==> config.mk <==
export PLATFORM = sky130hd
export DESIGN_NAME = valu_seq_ctrl
export DESIGN_NICKNAME = d
export VERILOG_FILES = /design/src/rtl/valu_seq_ctrl.sv
export SDC_FILE = /design/constraint.sdc
export NUM_CORES = 1
export LEC_CHECK = 0
export BUFFER_PORTS_ARGS = -buffer_cell sky130_fd_sc_hd__buf_2
export CAP_MARGIN = 15
export CELL_PAD_IN_SITES_DETAIL_PLACEMENT = 1
export CELL_PAD_IN_SITES_GLOBAL_PLACEMENT = 1
export CORE_ASPECT_RATIO = 1.1
export CORE_UTILIZATION = 38
export DETAILED_ROUTE_END_ITERATION = 12
export GPL_TIMING_DRIVEN = 1
export PLACE_DENSITY = 0.78
export SLEW_MARGIN = 10
export SYNTH_ARGS = -nofsm -noshare
export SYNTH_HDL_FRONTEND = slang
export SYNTH_SLANG_ARGS = --single-unit
==> constraint.sdc <==
create_clock -name clk -period 4.2 [get_ports clk]
set_input_delay 0.21 -clock clk [delete_from_list [all_inputs] [get_ports clk]]
set_output_delay 0.21 -clock clk [all_outputs]
set_load 0.1 [all_outputs]
==> src/rtl/valu_seq_ctrl.sv <==
// valu_seq_ctrl
// Memory-to-memory sequencer for the 6-lane, 48-bit vector ALU. One start
// command walks `len` elements. For each element it reads A, reads B,
// presents both to the ALU and writes the result to the destination array.
//
// Ports
//   clk, rst_n            system clock (rising edge), async active-low reset
//   start, op, base_a/b/d, len
//                         command interface; all sampled only in IDLE
//   busy, done            status; done is a one-cycle completion pulse
//   mem_addr/rd/wr/wdata  single-port data memory master
//   mem_rdata             read data, valid one cycle after mem_rd
//   alu_ctrl, src_a, src_b  ALU operand/opcode drive
//   alu_result            combinational ALU output
//
// state  | meaning
// -------+------------------------------------------------------------
// IDLE   | waiting for start
// RD_A   | read request for A[i]
// RD_B   | read request for B[i]; A[i] arrives and is captured
// LD_B   | B[i] arrives and is captured; memory untouched
// WR     | write ALU result to D[i]; step i or finish
// DONE   | one-cycle done pulse
module valu_seq_ctrl #(
   parameter int N  = 48,
   parameter int AW = 10,
   parameter int LW = 8
) (
   input  logic          clk,
   input  logic          rst_n,
   input  logic          start,
   input  logic [4:0]    op,
   input  logic [AW-1:0] base_a,
   input  logic [AW-1:0] base_b,
   input  logic [AW-1:0] base_d,
   input  logic [LW-1:0] len,
   output logic          busy,
   output logic          done,
   output logic [AW-1:0] mem_addr,
   output logic          mem_rd,
   output logic          mem_wr,
   output logic [N-1:0]  mem_wdata,
   input  logic [N-1:0]  mem_rdata,
   output logic [4:0]    alu_ctrl,
   output logic [N-1:0]  src_a,
   output logic [N-1:0]  src_b,
   input  logic [N-1:0]  alu_result
);

   typedef enum logic [2:0] {
      S_IDLE, S_RD_A, S_RD_B, S_LD_B, S_WR, S_DONE
   } state_t;

   state_t        state_q;
   logic [LW-1:0] i_q;
   logic [LW-1:0] len_q;
   logic [AW-1:0] base_a_q, base_b_q, base_d_q;
   logic [4:0]    alu_ctrl_q;
   logic [N-1:0]  src_a_q, src_b_q;
   logic          busy_q, done_q, mem_rd_q, mem_wr_q;
   logic [AW-1:0] mem_addr_q;

   logic [LW-1:0] i_inc_d;
   logic          last_d;
   logic [AW-1:0] addr_b_d, addr_d_d, addr_a_next_d;

   // Address sums are AW bits wide, so they wrap modulo 2^AW on their own.
   assign i_inc_d       = i_q + LW'(1);
   assign last_d        = (i_q == (len_q - LW'(1)));
   assign addr_b_d      = base_b_q + AW'(i_q);
   assign addr_d_d      = base_d_q + AW'(i_q);
   assign addr_a_next_d = base_a_q + AW'(i_inc_d);

   always_ff @(posedge clk or negedge rst_n) begin
      if (!rst_n) begin
         state_q    <= S_IDLE;
         i_q        <= '0;
         len_q      <= '0;
         base_a_q   <= '0;
         base_b_q   <= '0;
         base_d_q   <= '0;
         alu_ctrl_q <= '0;
         src_a_q    <= '0;
         src_b_q    <= '0;
         busy_q     <= 1'b0;
         done_q     <= 1'b0;
         mem_rd_q   <= 1'b0;
         mem_wr_q   <= 1'b0;
         mem_addr_q <= '0;
      end else begin
         case (state_q)
            S_IDLE: begin
               if (start) begin
                  i_q        <= '0;
                  len_q      <= len;
                  base_a_q   <= base_a;
                  base_b_q   <= base_b;
                  base_d_q   <= base_d;
                  alu_ctrl_q <= op;
                  busy_q     <= 1'b1;
                  if (len == '0) begin
                     state_q <= S_DONE;
                     done_q  <= 1'b1;
                  end else begin
                     state_q    <= S_RD_A;
                     mem_rd_q   <= 1'b1;
                     mem_addr_q <= base_a;
                  end
               end
            end
            S_RD_A: begin
               state_q    <= S_RD_B;
               mem_addr_q <= addr_b_d;
            end
            S_RD_B: begin
               state_q    <= S_LD_B;
               src_a_q    <= mem_rdata;
               mem_rd_q   <= 1'b0;
               mem_addr_q <= '0;
            end
            S_LD_B: begin
               state_q    <= S_WR;
               src_b_q    <= mem_rdata;
               mem_wr_q   <= 1'b1;
               mem_addr_q <= addr_d_d;
            end
            S_WR: begin
               mem_wr_q <= 1'b0;
               if (last_d) begin
                  state_q    <= S_DONE;
                  done_q     <= 1'b1;
                  mem_addr_q <= '0;
               end else begin
                  state_q    <= S_RD_A;
                  i_q        <= i_inc_d;
                  mem_rd_q   <= 1'b1;
                  mem_addr_q <= addr_a_next_d;
               end
            end
            S_DONE: begin
               state_q <= S_IDLE;
               done_q  <= 1'b0;
               busy_q  <= 1'b0;
            end
            default: begin
               state_q    <= S_IDLE;
               done_q     <= 1'b0;
               busy_q     <= 1'b0;
               mem_rd_q   <= 1'b0;
               mem_wr_q   <= 1'b0;
               mem_addr_q <= '0;
            end
         endcase
      end
   end

   assign busy     = busy_q;
   assign done     = done_q;
   assign mem_rd   = mem_rd_q;
   assign mem_wr   = mem_wr_q;
   assign mem_addr = mem_addr_q;
   assign alu_ctrl = alu_ctrl_q;
   assign src_a    = src_a_q;
   assign src_b    = src_b_q;
   // The ALU result only settles after src_b loads at the LD_B->WR edge, so
   // write data is a gated pass-through rather than a register.
   assign mem_wdata = (state_q == S_WR) ? alu_result : '0;

endmodule

# [Word-level counts from Yosys, hierarchy flattened]
# Cells that the tools add are included.
[totals] ff_bits=164 wordCells=70
[classes] addsub=5 eq_ne=11 muxes=23 bitwise_logic=4 reduce_logical=13
[op_table] op="$pmux 10 s5" count=1
[op_table] op="$mux 48" count=1
[op_table] op="$add 10x8->10" count=3
[op_table] op="$mux 10" count=3
[op_table] op="$mux 8" count=2
[op_table] op="$pmux 8 s2" count=1
[op_table] op="$pmux 3 s5" count=1
[op_table] op="$ne 2x2->1 const B" count=5
[op_table] op="$mux 3" count=3
[op_table] op="$add 8x1->8 const B" count=1
[op_table] op="$eq 8x8->1" count=1
[op_table] op="$logic_not 8->1" count=1
[op_table] op="$reduce_and 4->1" count=2
[op_table] op="$reduce_or 4->1" count=2
[op_table] op="$sub 8x1->8 const B" count=1
[op_table] op="$mux 1" count=7
[op_table] op="$eq 3x2->1 const B" count=2
[op_table] op="$eq 3x3->1 const B" count=2
[op_table] op="$pmux 1 s3" count=2
[op_table] op="$reduce_and 3->1" count=2
[op_table] op="$reduce_or 3->1" count=2
[op_table] op="$not 1->1" count=4
[op_table] op="$pmux 1 s2" count=2
[op_table] op="$reduce_and 2->1" count=2
[op_table] op="3 further kinds" count=3

# [Logic depth before layout (Yosys ltp)]
[logic_depth] depth_word=4 depth_mapped=13 ltp_nobuf=11

# [Least setup slack after synthesis]
# OpenSTA, ideal clock, no wires.
[synth_timing] path_kind="reg-to-reg" start="register state_q[1]" end="register mem_addr_q[8] (netlist: mem_addr[8])" setup_ns=0.134 arrival_time_ns=3.418 path_slack_ns=0.648 stages_incl_launch_ff=13 synth_period_minus_slack_ns=3.552 cell_sequence="dfrtp_1 buf_2 nand3b_1 clkbuf_1 clkbuf_1 mux2_2 ha_1 fa_1 a211oi_1 o21bai_1 a2111o_1 a31oi_1 o211ai_2"
[synth_between] elab_chain_len=3
[synth_rtl] element="start: declaration" line="54" source="state_t state_q;"
[synth_rtl] element="start signal: assignment" line="76" source="state_q <= S_IDLE;"
[synth_rtl] element="start signal: assignment" line="102" source="state_q <= S_DONE;"
[synth_rtl] element="start signal: assignment" line="105" source="state_q <= S_RD_A;"
[synth_rtl] element="$logic_not 3->1 / $eq 3x3->1 (equally long branches)" line="91" source="case (state_q)"
[synth_rtl] element="$ne 2x2->1 (no line) / $not 1->1 (equally long branches)"
[synth_rtl] element="$reduce_and 3->1 (no line)"
[synth_rtl] element="end signal: assignment" line="107" source="mem_addr_q <= base_a;"
[synth_rtl] element="end signal: assignment" line="113" source="mem_addr_q <= addr_b_d;"
[synth_rtl] element="end signal: assignment" line="125" source="mem_addr_q <= addr_d_d;"
[synth_rtl] element="end: declaration" line="61" source="logic [AW-1:0] mem_addr_q;"
# Parallel ways exist; a longest one is shown, timed or not.
# A chain may end at the register's enable or synchronous reset.

# [Worst setup path in the final report]
# Ends and elaborated chain as after synthesis.

==> metrics <==
most area-hungry cell type in the Yosys netlist=dfrtp_1; DRC viols=0; distinct cell type count after synthesis=66; largest family of logic cells by synthesized area=multiplexers; Final Critical Period=around 3.3 ns; Startpoint Class=flop; CTS tree=done; RSZ-0062 raised after global routing=false; CTS Buffer Depth=2; # Max-Cap Violations=0; largest net degree at the start of global routing=94; Tcrit/Tclk final=79.4%; crit-path cells=nand3b_1 > buf_4 > mux2_2 > fa_1 > a211oi_1 > o21bai_1 > a2111o_1 > a31oi_1 > o211ai_2; Layout Cells excl Fill=1,255; post-synthesis xor/xnor area fraction=between 2 and 2.5%; Die Width=approximately 140 um; Via-to-Cell Ratio=5.15; proportion of synthesized area in mux cells=21.1%; vias in the first global route=~7,000; gr ovfl total=0; Syn Std Cell Area=8070 um^2; layout cell share with drive strength beyond 1=52.9%; R2R cell count=9; EDFF count, synth=0; crit-path max FO=28; Setup TNS=0 ns; Worst-Margin Slew=0.875 ns; min-delay src=base_b[7]; global-route wire length before repair=38.4 mm; slowest CP cell=dfrtp_1; final hold violations=0; Worst-Skew Late Latency=about 0.43 ns; critical path class=flop to flop; DR top layer=met5; compound-cell area share of the yosys netlist=8.88%; Avg WL per Cell=19.8 um; Reg-to-Reg End=mem_addr[8]$_DFFE_PN0P_; total wire length=24.8 mm; Avg Cell Area, Syn=12.3 um^2; nets=1,119; CTS HTree Levels=4; Worst Hold Endpoint=base_b_q[7]$_DFFE_PN0P_; area share of fa/ha/maj cells after synthesis=around 3.4%; register area share after synthesis=50.8%; Sink Count=164; Boundary Pins=305; Synth top area share=50.8%; final core occ=50.9%; Resized cells post-CTS=0; IO buf count=approximately 300; worst path required time=4.50 ns; dominant cells by area after synthesis=dfrtp_1 51%, mux2_2 21%, and3_1 3.9%, ha_1 2.9%, nand2_1 1.4%; Area Growth Syn to Fin=30.7%; # rows=55; Max Clock Freq=300 MHz; DIE HEIGHT=between 150 and 200 um; CORE AREA=20,700 um^2; r2r setup slk=between 0.8 and 0.9 ns; global-route usage over all layers=22.9%; cells after synthesis=between 600 and 700; GPL Wtd Cong=0.811; Pins Over Slew Limit=0; cts-stage hold buffer count=7; Die Area=21,800 um^2; placed wire-length estimate=18.3 mm; Placed Instances=between 1,000 and 1,500; Hold Path Depth=2; Fin Clk Skew=0.0124 ns; post-route ant nets=0; ys flop type=dfrtp_1; met2 layer wire length in the routed design=12.3 mm; status=finished clean; most frequent cell after synthesis=dfrtp_1; worst min path class=primary input to flop; most frequent cells after synthesis=164 x dfrtp_1, 148 x mux2_2, 50 x and3_1; asr flop ratio synth=100%; post-CTS setup buffers=0; Metal-1 WL=just over 10 mm; TritonCTS buffer count=17; Reg-to-Reg Start=state_q[1]$_DFFE_PN0N_; antenna violations before repair=4; CTS root buf=clkbuf_16; Clock transition at path regs=around 0.070 ns; routed vias=6,467; initial core utilization=39.0%; crit path capture type=flop; drt initial violations=between 300 and 400; data arrival time of the worst path=3.63 ns; simple-gate share of the synthesized area=10.2%; register bit total from synthesis=164; Setup-failing EPs final=0; met3 wire len=between 1.5 and 2 mm; syn nets=820; Ys Warns=0; Relative slew margins=just over 40%; first-pass detailed-route iteration total=4; peak per-stage delay on the critical path=0.50 ns
==> area by class of cell <==
type,instances,area (um^2)
flip-flops and latches,164,4100
clock buffers,18,439
inverters,9,33.8
well taps,285,357
fillers,2292,10200
multi-input cells,440,3730
repair buffers,324,1700
diodes,1,2.50
clock inverters,14,188
==> layout by cell type (no fill, tap or decap), types with 12 or more instances in the layout <==
| master | instances |
|---|---|
| and3_1 | 50 |
| nand2_1 | 29 |
| clkbuf_16 | 17 |
| xnor2_1 | 12 |
| ha_1 | 19 |
| buf_2 | 303 |
| mux2_2 | 148 |
| o21ai_0 | 17 |
| dfrtp_1 | 164 |
| nor2_1 | 18 |
==> worst max-delay path by stage <==
stage | from | endpoint | slack (ns) | cells after the start
after floorplan | state_q[1]$_DFFE_PN0N_ | mem_addr[8]$_DFFE_PN0P_ | 0.65 | 12
after detailed placement | state_q[1]$_DFFE_PN0N_ | mem_addr[8]$_DFFE_PN0P_ | 0.89 | 9
after CTS | state_q[1]$_DFFE_PN0N_ | mem_addr[8]$_DFFE_PN0P_ | 0.84 | 9
after global routing | state_q[1]$_DFFE_PN0N_ | mem_addr[8]$_DFFE_PN0P_ | 0.68 | 9
after global placement | state_q[1]$_DFFE_PN0N_ | mem_addr[8]$_DFFE_PN0P_ | 1.02 | 9
final | state_q[1]$_DFFE_PN0N_ | mem_addr[8]$_DFFE_PN0P_ | 0.86 | 9
==> state kept, by name, summed over array words and instances (netlist names), 3 cells and up <==
register	flops
i_q	8
src_a	48
src_b	48
mem_addr	10
base_b_q	10
state_q	3
base_d_q	10
len_q	8
base_a_q	10
alu_ctrl	5
==> worst max-delay path, delay by kind of cell (launching register included) <==
family	cells	cell delay (ns)
adders and majority gates	1	0.46
AOI/OAI and AO/OA	5	1.26
and+or+nand+nor	1	0.18
buffers and inverters	1	0.38
muxes	1	0.42
DFF	1	0.50
==> through the flow <==
step | worst slack [ns] | hold WS, ns | area (um^2)
finish | 0.865 | 0.0181 | 10600
global route | 0.675 | 0.000753 | 10600
CTS | 0.836 | 0.000226 | 10500
detailed placement | 0.891 | 0.359 | 9830
global placement | 1.02 | 0.367 | 9830
floorplan | 0.648 | -0.0856 | 8070
==> routing by layer <==
layer / vias up / track usage, %
met5: - / 0
met4: 6 / 5.18
met3: 31 / 6.71
met2: 191 / 38.8
met1: 3254 / 28.9
li1: 2985 / -
==> cells by family after synthesis <==
group           count (synthesis)
fa+ha+maj                      21
buf+inv                        53
flops                         164
compound gates                 95
xor+xnor                       23
simple gates                  149
mux                           152
Power is left out: the tool's default activity adds up to more than one toggle a clock period on the data nets, which glitch-free logic cannot reach.
